==> src/rtl/signed_alu_seq.sv <==
`default_nettype none
// ============================================================================
// Module      : signed_alu_seq
// Description : Handshaked signed ALU. ADD/SUB/CMP finish in one cycle,
//               MUL runs an iterative signed shift-add (one partial product
//               per cycle, MSB partial product subtracted). Optional
//               saturation to the WIDTH-bit signed range, overflow flag and
//               lt/gt/eq compare flags for the accepted operand pair.
// Revision    : 1.0 - initial release
// ============================================================================
module signed_alu_seq #(
    parameter int WIDTH = 8
) (
    input  logic               clk,
    input  logic               rst_n,
    input  logic               in_valid,
    output logic               in_ready,
    input  logic [1:0]         op,
    input  logic               sat,
    input  logic [WIDTH-1:0]   a,
    input  logic [WIDTH-1:0]   b,
    output logic               out_valid,
    input  logic               out_ready,
    output logic [2*WIDTH-1:0] result,
    output logic               ovf,
    output logic               lt,
    output logic               gt,
    output logic               eq
);

    localparam int c_PW = 2 * WIDTH;
    localparam int c_SW = (WIDTH > 2) ? $clog2(WIDTH) : 1;
    localparam logic [c_SW-1:0] c_LAST = c_SW'(WIDTH - 1);

    localparam logic [1:0] c_IDLE = 2'd0;
    localparam logic [1:0] c_BUSY = 2'd1;
    localparam logic [1:0] c_DONE = 2'd2;

    localparam logic [1:0] c_OP_ADD = 2'd0;
    localparam logic [1:0] c_OP_SUB = 2'd1;
    localparam logic [1:0] c_OP_MUL = 2'd2;
    localparam logic [1:0] c_OP_CMP = 2'd3;

    // Largest / smallest WIDTH-bit signed values, sign-extended to 2*WIDTH
    localparam logic [c_PW-1:0] c_MAX_PW = {{(WIDTH+1){1'b0}}, {(WIDTH-1){1'b1}}};
    localparam logic [c_PW-1:0] c_MIN_PW = {{(WIDTH+1){1'b1}}, {(WIDTH-1){1'b0}}};

    logic [1:0]      r_state;
    logic [1:0]      w_state_next;
    logic [c_SW-1:0] r_step;
    logic            r_sat;
    logic [c_PW-1:0] r_mcand;
    logic [WIDTH-1:0] r_mplier;
    logic [c_PW-1:0] r_acc;
    logic [c_PW-1:0] r_result;
    logic            r_ovf;
    logic            r_lt;
    logic            r_gt;
    logic            r_eq;

    logic            w_accept;
    logic [WIDTH:0]  w_ax;
    logic [WIDTH:0]  w_bx;
    logic [WIDTH:0]  w_sum;
    logic            w_as_ovf;
    logic [c_PW-1:0] w_as_res;
    logic [c_PW-1:0] w_addend;
    logic [c_PW-1:0] w_prod;
    logic [WIDTH:0]  w_prod_top;
    logic            w_mul_ovf;
    logic [c_PW-1:0] w_mul_res;

    assign w_accept = in_valid && in_ready;

    // ADD/SUB: exact value in WIDTH+1 bits, then wrap or clamp
    always_comb begin
        w_ax  = {a[WIDTH-1], a};
        w_bx  = {b[WIDTH-1], b};
        w_sum = (op == c_OP_SUB) ? (w_ax - w_bx) : (w_ax + w_bx);
        // Top two bits disagree exactly when the value left the WIDTH-bit range
        w_as_ovf = w_sum[WIDTH] ^ w_sum[WIDTH-1];
        if (w_as_ovf && sat) begin
            w_as_res = w_sum[WIDTH] ? c_MIN_PW : c_MAX_PW;
        end else begin
            w_as_res = {{WIDTH{w_sum[WIDTH-1]}}, w_sum[WIDTH-1:0]};
        end
    end

    // MUL step: add the shifted multiplicand, or subtract it on the MSB step
    // since the multiplier's top bit carries weight -2^(WIDTH-1)
    always_comb begin
        w_addend = '0;
        if (r_mplier[0]) begin
            w_addend = (r_step == c_LAST) ? (~r_mcand + 1'b1) : r_mcand;
        end
        w_prod     = r_acc + w_addend;
        w_prod_top = w_prod[c_PW-1:WIDTH-1];
        // Product fits WIDTH bits only if its upper WIDTH+1 bits are all equal
        w_mul_ovf  = !((&w_prod_top) || (~|w_prod_top));
        if (w_mul_ovf && r_sat) begin
            w_mul_res = w_prod[c_PW-1] ? c_MIN_PW : c_MAX_PW;
        end else begin
            w_mul_res = w_prod;
        end
    end

    // State register
    always_ff @(posedge clk or negedge rst_n) begin
        if (!rst_n) begin
            r_state <= c_IDLE;
        end else begin
            r_state <= w_state_next;
        end
    end

    // Next-state logic
    always_comb begin
        w_state_next = r_state;
        case (r_state)
            c_IDLE: begin
                if (in_valid) begin
                    w_state_next = (op == c_OP_MUL) ? c_BUSY : c_DONE;
                end
            end
            c_BUSY: begin
                if (r_step == c_LAST) begin
                    w_state_next = c_DONE;
                end
            end
            c_DONE: begin
                if (out_ready) begin
                    w_state_next = c_IDLE;
                end
            end
            default: w_state_next = c_IDLE;
        endcase
    end

    // Handshake outputs decoded from state
    always_comb begin
        in_ready  = (r_state == c_IDLE);
        out_valid = (r_state == c_DONE);
    end

    // Datapath: capture on accept, iterate multiply in BUSY, hold in DONE
    always_ff @(posedge clk or negedge rst_n) begin
        if (!rst_n) begin
            r_step   <= '0;
            r_sat    <= 1'b0;
            r_mcand  <= '0;
            r_mplier <= '0;
            r_acc    <= '0;
            r_result <= '0;
            r_ovf    <= 1'b0;
            r_lt     <= 1'b0;
            r_gt     <= 1'b0;
            r_eq     <= 1'b0;
        end else if (w_accept) begin
            r_sat <= sat;
            r_lt  <= ($signed(a) <  $signed(b));
            r_gt  <= ($signed(a) >  $signed(b));
            r_eq  <= (a == b);
            case (op)
                c_OP_ADD, c_OP_SUB: begin
                    r_result <= w_as_res;
                    r_ovf    <= w_as_ovf;
                end
                c_OP_MUL: begin
                    r_mcand  <= {{WIDTH{a[WIDTH-1]}}, a};
                    r_mplier <= b;
                    r_acc    <= '0;
                    r_step   <= '0;
                    r_result <= '0;
                    r_ovf    <= 1'b0;
                end
                c_OP_CMP: begin
                    r_result <= '0;
                    r_ovf    <= 1'b0;
                end
                default: begin
                    r_result <= '0;
                    r_ovf    <= 1'b0;
                end
            endcase
        end else if (r_state == c_BUSY) begin
            r_acc    <= w_prod;
            r_mcand  <= r_mcand << 1;
            r_mplier <= r_mplier >> 1;
            if (r_step == c_LAST) begin
                r_step   <= '0;
                r_result <= w_mul_res;
                r_ovf    <= w_mul_ovf;
            end else begin
                r_step <= r_step + 1'b1;
            end
        end
    end

    assign result = r_result;
    assign ovf    = r_ovf;
    assign lt     = r_lt;
    assign gt     = r_gt;
    assign eq     = r_eq;

endmodule
`default_nettype wire

==> config.mk <==
export PLATFORM = sky130hd
export DESIGN_NAME = signed_alu_seq
export DESIGN_NICKNAME = d
export VERILOG_FILES = /design/src/rtl/signed_alu_seq.sv
export SDC_FILE = /design/constraint.sdc
export NUM_CORES = 1
export LEC_CHECK = 0
export BUFFER_PORTS_ARGS = -buffer_cell sky130_fd_sc_hd__buf_2
export CORE_MARGIN = 8
export CORE_UTILIZATION = 50
export DETAILED_ROUTE_END_ITERATION = 7
export GPL_TIMING_DRIVEN = 0
export PLACE_DENSITY = 0.76
export SETUP_SLACK_MARGIN = 0.02
export SYNTH_ARGS = -nofsm -noshare
export SYNTH_HDL_FRONTEND = slang
export SYNTH_SLANG_ARGS = --single-unit
==> constraint.sdc <==
create_clock -name clk -period 5.4 [get_ports clk]
set_input_delay 0.27 -clock clk [delete_from_list [all_inputs] [get_ports clk]]
set_output_delay 0.27 -clock clk [all_outputs]
set_load 0.02 [all_outputs]
# --- After elaboration in Yosys (flattened, before gate mapping) ---
# Cells that the tools add are included.
op_classes:
  n_mux: 33
  addsub: 5
  order_cmp: 2
  eq_ne: 11
  bitwise_logic: 2
  n_reduce_logical: 17
ops:
  columns: ["op", "n"]
  rows:
  - ["16-bit 2-to-1 mux", 15]
  - ["16-bit one-hot mux with 2 select lines", 1]
  - ["8-bit 2-to-1 mux", 3]
  - ["16-bit by 1-bit adder with 16-bit output, second input constant", 1]
  - ["16-bit adder", 1]
  - ["16-bit NOT", 1]
  - ["3-bit 2-to-1 mux", 4]
  - ["8-bit by 8-bit adder with 9-bit output", 1]
  - ["9-bit 2-to-1 mux", 1]
  - ["9-bit AND reduction", 1]
  - ["9-bit OR reduction", 1]
  - ["8-bit by 8-bit subtractor with 9-bit output", 1]
  - ["8-bit equality test", 1]
  - ["8-bit greater-than comparator", 1]
  - ["8-bit < comparator", 1]
  - ["2-bit 2-to-1 mux", 4]
  - ["2-bit equality test, second input constant", 3]
  - ["2-bit one-hot mux with 3 select lines", 1]
  - ["2-bit by 1-bit equality test with 1-bit output, second input constant", 2]
  - ["2-bit zero test", 2]
  - ["2-bit by 1-bit inequality test with 1-bit output, second input constant", 2]
  - ["2-bit inequality test, second input constant", 2]
  - ["2-bit AND reduction", 2]
  - ["2-bit nonzero test", 2]
  - ["10 further kinds", 16]
word_totals:
  reg_bits: 66
  wordCells: 81
  input_bits: 23
  output_inout_bits: 22

# --- Logic depth before layout (Yosys ltp) ---
logic_depth:
  depth_word: 14
  mapped_depth: 18
  depth_no_buf: 17

# --- Worst setup path after synthesis ---
# OpenSTA, ideal clock, no wires.
synth_timing:
  kind: "register to register"
  from: "register r_step[0]"
  to: "register r_result[9], in the netlist result[9]"
  period_less_slack_ns: 4.103
  slack_ns: 1.297
  n_path_buf: 3
  setup_ns: 0.077
  stages_incl_launch_ff: 18
  t_arrival_ns: 4.025
  required_ns: 5.323
  path_cell_list: "dfrtp_1 > ha_1 > ha_1 > clkbuf_1 > clkbuf_1 > nand2_1 > xnor2_1 > and2_1 > ha_1 > and3_1 > a221o_1 > or4_1 > nand3_1 > nand2_1 > or4_4 > buf_6 > a211o_1 > a21oi_1"
synth_between:
  elab_chain_cells: 13
  word_cells_on_any_way: 17
  cone_classes: "add/sub (1); eq/ne (1); mux (7); reduce/logical (8)"
synth_lines:
  columns: ["item", "line_no", "source"]
  rows:
  - ["start, declared", "50", "logic [c_SW-1:0] r_step;"]
  - ["start signal, assigned", "194", "r_step <= r_step + 1'b1;"]
  - ["3-bit equality test (*)", "94, 189", null]
  - ["16-bit 2-to-1 mux", "94", "w_addend = (r_step == c_LAST) ? (~r_mcand + 1'b1) : r_mcand;"]
  - ["16-bit 2-to-1 mux", "93", "if (r_mplier[0]) begin"]
  - ["16-bit adder", "96", "w_prod = r_acc + w_addend;"]
  - ["9-bit OR reduction", "99", "w_mul_ovf = !((&w_prod_top) || (~|w_prod_top));"]
  - ["1-bit zero test", "99", null]
  - ["1-bit logical OR", "99", null]
  - ["1-bit zero test", "99", null]
  - ["1-bit logical AND", "100", "if (w_mul_ovf && r_sat) begin"]
  - ["16-bit 2-to-1 mux", "100", null]
  - ["16-bit 2-to-1 mux", "189", "if (r_step == c_LAST) begin"]
  - ["16-bit 2-to-1 mux", "185", "end else if (r_state == c_BUSY) begin"]
  - ["16-bit 2-to-1 mux", "158", "end else if (w_accept) begin"]
  - ["end signal, assigned", "165", "r_result <= w_as_res;"]
  - ["end signal, assigned", "191", "r_result <= w_mul_res;"]
  - ["end, declared", "55", "logic [c_PW-1:0] r_result;"]
# Mark *: on every way between the ends. The rest lies on a longest branch, timed or not. The select of a mux whose other input is x is not followed.
# A chain may end at the register's enable or synchronous reset.

# --- Worst setup path in the final report ---
layout_timing:
  from: "register r_step[0]"
  to: "register r_result[1], in the netlist result[1]"
# The elaborated chain is that of the path after synthesis.

==> impl_results.md <==
- Outcome: finished, final reports clean
- Total wirelength of the detailed-routed design: 14.0 mm
- Area growth, synth to finish: 11.5%
- FMAX: roughly 200 MHz
- HPWL after DPL: between 10 and 15 mm
- Max transition margin: 0.414
- Largest clock skew in the final design: 15.5 ps
- Vias per Instance: roughly 6
- Placer Congestion: between 0.9 and 1
- Number of buffers inserted by hold repair at cts: 0
- CTS H-tree lvls: 3
- Initial core utilization: 0.514
- Crit start category: flip-flop
- Clock slew seen by the registers of the worst setup and hold paths: approximately 70 ps
- First-pass GRT wire length: between 20 and 25 mm
- MaxCap Viol Count: 0
- CTS Sinks: 66
- Footprint of the flip-flops and latches: about 0.0017 mm²
- Clock period minus final worst setup slack: slightly below 5000 ps
- Leading post-synthesis cells by instance count: 66 x dfrtp_1, 61 x nand2_1, 37 x o21ai_0
- Endpoint class of the critical path: flip-flop
- Drt pass-1 iters: 5
- Most area-consuming cells after synthesis: dfrtp_1 33%, ha_1 8.7%, nand2_1 4.6%
- Dpl cell area: ~0.0054 mm²
- Final hold vios: 0
- Worst Path Arrival: 5150 ps
- Initial DRC count: roughly 340
- Hold Path Class: in2async
- Count of inserted antenna diode cells: 0
- Residual overflow from global routing: 0
- Design Power: around 2.8 mW
- Max-slew violation count: 0
- Antenna-violating nets left: 0
- Synth warn: 0
- Required time at the endpoint of the critical path: ~5600 ps
- Root buf cell: clkbuf_8
- Largest net degree at the start of global routing: 67
- Slew at the pin with the worst max-slew slack: roughly 900 ps
- Distinct cell type count after synthesis: 66
- Design area: about 0.0056 mm²
- Synthesized net count: 636
- Die area: 0.0135 mm²
- Average routed wire per standard cell: 18.2 µm
- Antenna violations before repair: 0
- Site Rows: 36
- Buffer levels on the longest clock path: 2
- Area share of the leading cell type in the synthesized netlist: 0.329
- Critical Path Max Stage Delay: ~550 ps
- Leakage Power: about 2.5 nW
- Unrepaired setup endpoints after global routing: no
- Area used by multi-input combinational logic: roughly 0.0032 mm²
- Number of fill cells: approximately 890
- Accumulated negative setup slack: 0 ps
- Overall die height: around 120 µm
- Number of flip-flops and latches in the synthesized netlist: 66
- Worst path most repeated cell: ha_1
- Fraction of the yosys area taken by sequential cells: 0.329
- Final worst-path cycle share: 0.915
- I/O pin cnt: 45
- Maximum fanout along the worst path: 10
- Total setup buffers inserted after CTS: 0
- Count of unresolved DRC violations after routing: 0
- Most common cell in the synthesized netlist: dfrtp_1
- Later-pin clock latency in the skew report: approximately 360 ps
- Port bufs: between 40 and 50
- Die outline width: 116 µm
- Post-cts repair resize count: 0
- Library cell occupying the most area in the post-synthesis netlist: dfrtp_1
- Inserted Clock Buffers: 9
- EDFF count, synth: 0
- CTS tree: yes
- Share of synthesized registers carrying an async set or reset: 1.00
- List of cells traversed by the critical path: ha_1 > ha_1 > clkbuf_1 > clkbuf_2 > nand2_1 > xnor2_1 > and2_1 > ha_1 > and3_1 > a221o_1 > a21o_1 > xnor2_1 > nand4_1 > or4_4 > buf_6 > a211oi_1 > o22ai_1
- Detailed-route via count: roughly 4.6k
- Core Footprint: ~0.01 mm²
- Dominant synthesized flop cell: dfrtp_1
- Type of the worst setup path: reg2reg
- Via count of the first global-routing pass: about 4.6k
- Count of endpoints failing setup in the final report: 0
- Cell Pwr Density: slightly above 500 mW/mm²
- Mean post-synth cell area: approximately 8.7 µm²
- Layout cell share with drive strength beyond 1: 0.124
- Overall fraction of global-route tracks in use: 0.218
- Cell area after synthesis: around 0.005 mm²
- Gate count after technology mapping: 575
- Net count of the finished layout: approximately 700
- Final design utilization: 0.573
- Max VDD drop: roughly 0.00021 V
- Critical Path Slowest Stage Cell: or4_4
[final cells by class]
type,count,share of cell area
multi-input cells,456,0.564
flip-flops and latches,66,0.295
clock inverters,6,0.0103
plain buffers,34,0.0257
clock buffers,10,0.0228
inverters,19,0.0127
well taps,133,0.0297
repair buffers,44,0.0398
[metrics by stage]
stage,hold WS [ps],instances,worst slack (ps)
2_1_floorplan,-25.6,575,1300
3_3_place_gp,458,752,517
3_5_place_dp,442,752,412
4_1_cts,52.7,768,386
5_1_grt,91.1,768,132
6_report,14.2,768,457
[cell usage in the layout, fill, tap and decap left out, drive strengths merged, types with 5 or more instances in the layout]
cell	count
a211o	6
a211oi	13
a21o	5
a21oi	36
a22o	10
a22oi	10
a31oi	6
and2	18
and4	5
buf	50
clkbuf	38
dfrtp	66
ha	35
inv	19
mux2i	17
nand2	61
nand2b	12
nand3	8
nor2	36
nor2b	6
nor3	8
o211ai	13
o21ai	37
o22ai	9
o31ai	10
xnor2	23
xor2	6
[critical path: cells and delay by family, from the launching register on]
family | cells | cell delay (ps)
compound gates | 4 | 1010
simple gates | 5 | 1220
buf+inv | 3 | 890
xor+xnor | 2 | 550
flops | 1 | 370
fa+ha+maj | 3 | 750
[metal layers]
metal	vias to the layer above	part of all wire	wire length, µm	global-route usage
li1	2232	-	-	-
met1	2274	0.46	6410	0.272
met2	123	0.48	6750	0.371
met3	19	0.045	628	0.0450
met4	0	0.016	221	0.0631
met5	-	0	0	0
[state kept, by name, summed over array words and instances (netlist names)]
name,cells
r_acc,16
r_mcand,16
result,16
r_mplier,8
r_step,3
r_state,2
eq,1
gt,1
lt,1
ovf,1
r_sat,1
[cells by family after synthesis]
family | count (synthesis) | share of synthesized area
buffers and inverters | 53 | 0.0426
AND/OR/NAND/NOR | 187 | 0.191
multiplexers | 18 | 0.0361
flip-flops | 66 | 0.329
adder cells (fa/ha/maj) | 38 | 0.0992
XOR/XNOR | 29 | 0.0506
AO/OA/AOI/OAI | 184 | 0.251
[power by group]
group | leakage [nW] | total, mW | internal, mW | switching (mW)
clock | 0.0958 | 0.413 | 0.210 | 0.203
sequential | 0.839 | 0.866 | 0.700 | 0.167
combinational | 1.57 | 1.57 | 0.590 | 0.980
total | 2.50 | 2.85 | 1.50 | 1.35
[worst paths after layout]
check | startpoint | end | slack (ps) | depth (start not counted)
max | r_step[0] | result[1] | 460 | 17
min reg2reg | eq | eq | 490 | 2
max reg2reg | r_step[0] | result[1] | 460 | 17
max in group asynchronous | rst_n | r_acc[2] | 4790 | 1
min | rst_n | r_mcand[12] | 10 | 1
min in group clk | a[0] | r_mcand[0] | 220 | 3
(Power assumes the default switching activity.)
